--- config.mk ---
export PLATFORM = sky130hd
export DESIGN_NAME = mem_req_arb
export DESIGN_NICKNAME = d
export VERILOG_FILES = /design/src/rtl/mem_req_arb.sv
export SDC_FILE = /design/constraint.sdc
export NUM_CORES = 1
export LEC_CHECK = 0
export ABC_CLOCK_PERIOD_IN_PS = 2700
export CAP_MARGIN = 15
export CORE_AREA = 2 2 403 405
export CTS_CLUSTER_DIAMETER = 100
export DETAILED_ROUTE_END_ITERATION = 12
export DIE_AREA = 0 0 405 407
export HOLD_SLACK_MARGIN = 0.05
export PLACE_DENSITY = 0.32
export SLEW_MARGIN = 20
export SYNTH_ARGS = -nofsm -noshare
export SYNTH_HDL_FRONTEND = slang
export SYNTH_SLANG_ARGS = --single-unit
export TNS_END_PERCENT = 1
--- constraint.sdc ---
create_clock -name clk -period 2.7 [get_ports clk]
set_clock_uncertainty 0.1 [all_clocks]
set_input_delay 0.81 -clock clk [delete_from_list [all_inputs] [get_ports clk]]
set_output_delay 0.81 -clock clk [all_outputs]
set_load 0.05 [all_outputs]
--- src/rtl/mem_req_arb.sv ---
// mem_req_arb: round-robin arbiter handing one memory port to NUM_REQ
// weight loaders. A grant is held while the owner keeps req high; after
// MAX_BEATS forwarded beats it is rotated away only if someone else waits.
// Beats are forwarded combinationally to the current owner.
//
// Optional build macro MEM_ARB_STATS_EN adds a saturating drop_cnt output
// counting mem_ready beats that arrive while no grant is active.
module mem_req_arb #(
  parameter int NUM_REQ   = 3,
  parameter int MAX_BEATS = 16
) (
  input  logic                    clk,
  input  logic                    rst_n,
  input  logic [NUM_REQ-1:0]      req,
  input  logic                    mem_ready,
  input  logic [7:0][63:0]        mem_data,
  output logic                    mem_req,
  output logic [NUM_REQ-1:0]      grant,
  output logic [NUM_REQ-1:0]      beat_valid,
  output logic [7:0][63:0]        beat_data,
  output logic                    busy
`ifdef MEM_ARB_STATS_EN
  ,
  output logic [15:0]             drop_cnt
`endif
);

  localparam int IDX_W = (NUM_REQ > 1) ? $clog2(NUM_REQ) : 1;
  localparam int CNT_W = $clog2(MAX_BEATS + 1);

  typedef enum logic [1:0] {IDLE, GRANT, RELEASE} state_t;

  state_t           state;
  logic [IDX_W-1:0] last_grant;
  logic [IDX_W-1:0] gnt_idx;
  logic [IDX_W-1:0] win_idx;
  logic             win_found;
  logic [CNT_W-1:0] beat_cnt;
  logic [CNT_W-1:0] beat_cnt_nxt;
  logic             in_grant;
  logic             fwd;
  logic             own_req;
  logic             others_req;
  logic             rotate;

  assign in_grant   = (state == GRANT);
  assign fwd        = in_grant & mem_ready;
  assign own_req    = |(req & grant);
  assign others_req = |(req & ~grant);
  assign busy       = (state != IDLE);
  assign beat_data  = mem_data;

  // Per-requester beat strobe; grant is zero outside GRANT and under reset.
  for (genvar g = 0; g < NUM_REQ; g++) begin : g_bv
    assign beat_valid[g] = grant[g] & fwd;
  end

  // Round-robin search starting just after the last released owner.
  always_comb begin
    int cand;
    cand      = 0;
    win_idx   = '0;
    win_found = 1'b0;
    for (int i = 0; i < NUM_REQ; i++) begin
      cand = (int'(last_grant) + 1 + i) % NUM_REQ;
      if (!win_found && req[cand]) begin
        win_found = 1'b1;
        win_idx   = IDX_W'(cand);
      end
    end
  end

  // Beat count including this cycle's beat, saturating at MAX_BEATS, so the
  // MAX_BEATS-th beat itself closes a contended grant (exactly MAX_BEATS beats).
  always_comb begin
    beat_cnt_nxt = beat_cnt;
    if (fwd && (beat_cnt != CNT_W'(MAX_BEATS)))
      beat_cnt_nxt = beat_cnt + CNT_W'(1);
  end

  assign rotate = (beat_cnt_nxt == CNT_W'(MAX_BEATS)) & others_req;

  // Arbitration FSM with registered grant / mem_req.
  always_ff @(posedge clk or negedge rst_n) begin
    if (!rst_n) begin
      state      <= IDLE;
      grant      <= '0;
      mem_req    <= 1'b0;
      beat_cnt   <= '0;
      gnt_idx    <= '0;
      last_grant <= IDX_W'(NUM_REQ - 1);
    end else begin
      case (state)
        IDLE: begin
          if (win_found) begin
            state    <= GRANT;
            grant    <= NUM_REQ'(1) << win_idx;
            gnt_idx  <= win_idx;
            mem_req  <= 1'b1;
            beat_cnt <= '0;
          end
        end
        GRANT: begin
          beat_cnt <= beat_cnt_nxt;
          if (!own_req || rotate) begin
            state   <= RELEASE;
            grant   <= '0;
            mem_req <= 1'b0;
          end
        end
        RELEASE: begin
          last_grant <= gnt_idx;
          state      <= IDLE;
        end
        default: begin
          state   <= IDLE;
          grant   <= '0;
          mem_req <= 1'b0;
        end
      endcase
    end
  end

`ifdef MEM_ARB_STATS_EN
  // Count beats that arrive with no owner to take them, saturating.
  always_ff @(posedge clk or negedge rst_n) begin
    if (!rst_n)
      drop_cnt <= '0;
    else if (mem_ready && !in_grant && (drop_cnt != 16'hFFFF))
      drop_cnt <= drop_cnt + 16'd1;
  end
`endif

endmodule

==> results.sh <==
export IMPL_status="completed"
export IMPL_cp_slowest_cell="and3b_4"
export IMPL_via_count=2103
export IMPL_maxSlewHeadroom=0.656
export IMPL_seqPwrFrac=0.274
export IMPL_path_cells="clkdlybuf4s15_2 -> and3b_4 -> and2_1 -> buf_12"
export IMPL_power_share_switching=0.479
export IMPL_initial_core_util=0.0303
export IMPL_die_y_um=407
export IMPL_die_width_um=405
export IMPL_yosys_area_top_type_share=0.792
export IMPL_core_area_um2=160000
export IMPL_cp_start_kind="primary input"
export IMPL_path_class="primary input to output port"
export IMPL_fin_crit_sh=0.973
export IMPL_nets=666
export IMPL_setup_viol=0
export IMPL_synth_top_cells_by_count="512 x buf_4, 17 x nor2_1, 14 x dfrtp_1, 11 x nand2_1, 8 x inv_1"
export IMPL_path_max_fanout=4
export IMPL_grt_pass1_vias=1989
export IMPL_clk_pin_slew_worst_paths_ns=0.05
export IMPL_yosysTopAreaCell="buf_4"
export IMPL_cp_required_ns=1.79
export IMPL_cts_root_buffer="clkbuf_16"
export IMPL_netlist_area_um2=4850
export IMPL_num_io_pins=1038
export IMPL_hpwl_mm=70.6
export IMPL_antenna_found_initial=1
export IMPL_power_share_clock=0.177
export IMPL_netlist_instances=628
export IMPL_drtPass1Iterations=4
export IMPL_powerDensity_nw_per_um2=420
export IMPL_die_area_um2=165000
export IMPL_placedInstanceArea_um2=3940
export IMPL_post_route_min_period_ns=2.63
export IMPL_vias_per_cell=0.913
export IMPL_ant_nets=0
export IMPL_postCtsSetupBuffers=0
export IMPL_gp_congestion=0.738
export IMPL_min_path_type="flop to flop"
export IMPL_p_leak_uw=0.000622
export IMPL_yosys_top_cells_area="buf_4 79%, dfrtp_1 7.2%, nor2_1 1.3%"
export IMPL_htreeDepth=1
export IMPL_p_int_uw=883
export IMPL_p_comb_frac=0.548
export IMPL_yosysSeqAreaShare=0.0776
export IMPL_grt_max_degree=16
export IMPL_cts_buffers=3
export IMPL_async_flop_share=1.00
export IMPL_syn_num_nets=1150
export IMPL_synthDistinctLibCells=40
export IMPL_cts_tree="yes"
export IMPL_switchingPower_uw=810
export IMPL_drt_initial_drc_count=112
export IMPL_area_growth_pct=-17.0
export IMPL_grt_util_all_layers=0.0839
export IMPL_tightest_slew_ns=0.515
export IMPL_synth_edff_count=0
export IMPL_synth_ff_type="dfrtp_1"
export IMPL_clock_sinks=15
export IMPL_clockBufferDepth=2
export IMPL_crit_arrival_ns=1.72
export IMPL_wl_per_cell_um=31.8
export IMPL_ys_ff_latch=15
export IMPL_rsz0062_at_grt="no"
export IMPL_total_power_uw=1690
export IMPL_yosysWarnings=0
export IMPL_maxCapViolCount=0
export IMPL_fillers=19100
export IMPL_max_freq_mhz=381
export IMPL_avgSynthCellArea_um2=7.72
export IMPL_drive_above_1_share=0.224
export IMPL_grt_pass1_wl_mm=76.8
export IMPL_stdcell_area_um2=4030
export IMPL_cp_end_kind="output port"
export IMPL_finalHoldViolations=0
export IMPL_io_buffer_count=13
export IMPL_grt_overflow=0
export IMPL_drc=0
export IMPL_insertion_delay_ns=0.26
export IMPL_slowest_delay_ns=0.29
export IMPL_peakVddDrop_uv=229
export IMPL_finalMaxSlewViolations=0
export IMPL_synth_most_common_cell="buf_4"
export IMPL_num_rows=147
export IMPL_wirelength_mm=73.3
## final cells by class
| cell class | instances | area [um2] | share of cell area |
|---|---|---|---|
| diodes | 1 | 2.50 | 0.000621 |
| clock buffers | 4 | 78.8 | 0.0196 |
| inverters | 8 | 30.0 | 0.00746 |
| multi-input cells | 90 | 588 | 0.146 |
| flip-flops and latches | 15 | 377 | 0.0935 |
| well taps | 2160 | 2700 | 0.671 |
| repair buffers | 26 | 249 | 0.0618 |
## cells in the final DEF, fill, tap and decap left out, types with 2 or more instances in the layout
cell type	n
clkbuf_16	3
nand2_1	11
a21oi_1	7
inv_1	8
ha_1	4
nand3_1	4
clkdlybuf4s50_1	5
buf_12	3
dfrtp_1	14
buf_4	17
nor2_1	17
nor2b_1	2
a21o_1	3
and2_1	3
nand4_1	2
a31oi_1	6
nand2b_1	2
o21ai_0	5
## path summary, 6_finish.rpt
path	startpoint	depth (start not counted)	slack, ns	end
max in group asynchronous	rst_n	2	1.46	last_grant[1]$_DFFE_PN1N_
setup reg to reg	last_grant[1]$_DFFE_PN1N_	6	0.56	beat_cnt[2]$_DFFE_PN0P_
min in group asynchronous	rst_n	2	0.79	grant[0]$_DFFE_PN0P_
hold / removal	gnt_idx[1]$_DFFE_PN0P_	1	0.40	gnt_idx[1]$_DFFE_PN0P_
hold reg to reg	gnt_idx[1]$_DFFE_PN0P_	1	0.40	gnt_idx[1]$_DFFE_PN0P_
setup / recovery	mem_ready	4	0.07	beat_valid[1]
## metal layers
layer  vias up  GRT usage  part of all wire
met5         -     0.0167            0.0052
met3       141      0.186              0.46
met1       696     0.0140             0.060
li1        475          -                 -
met4         8     0.0226             0.031
met2       783      0.129              0.44
## state kept, by name, indices dropped and copies added (netlist names)
register	count
state	2
grant	3
mem_req	1
gnt_idx	2
beat_cnt	5
last_grant	2
## worst max-delay path: cells and delay by family
family / cells / cell delay (ns)
buffers and inverters: 2 / 0.41
and+or+nand+nor: 2 / 0.49
## power by group through the flow
stage / sequential (uW) / combinational (uW) / clock (uW)
global route: 484 / 1020 / 312
finish: 464 / 928 / 300
floorplan: 465 / 2570 / 0
detailed placement: 464 / 936 / 0
CTS: 465 / 934 / 303
global placement: 473 / 947 / 0
## logic make-up after synthesis
family / synth area share
buffers and inverters: 0.802
AND/OR/NAND/NOR: 0.0500
AO/OA/AOI/OAI: 0.0542
flip-flops: 0.0776
adder cells (fa/ha/maj): 0.0126
XOR/XNOR: 0.00181
multiplexers: 0.00206
## metrics by stage
| step | std cells | setup TNS, ns | utilization | setup slack (ns) | hold slack, ns |
|---|---|---|---|---|---|
| final | 2304 | 0 | 0.0251 | 0.0720 | 0.398 |
| after global routing | 2303 | 0 | 0.0251 | 0.0185 | 0.412 |
| after CTS | 2303 | 0 | 0.0251 | 0.00465 | 0.398 |
| after detailed placement | 2299 | -2.88 | 0.0246 | -0.381 | 0.381 |
| after global placement | 2299 | -2.82 | 0.0246 | -0.379 | 0.383 |
| after floorplan | 628 | 0 | - | 0.333 | 0.349 |
## repair_timing
action | in CTS | in global routing
endpoints found under the setup margin | 8 | 1
endpoints found under the hold margin | 0 | 0
hold buffers | 0 | 0
resized for setup | 3 | 1
(Power assumes the default switching activity.)
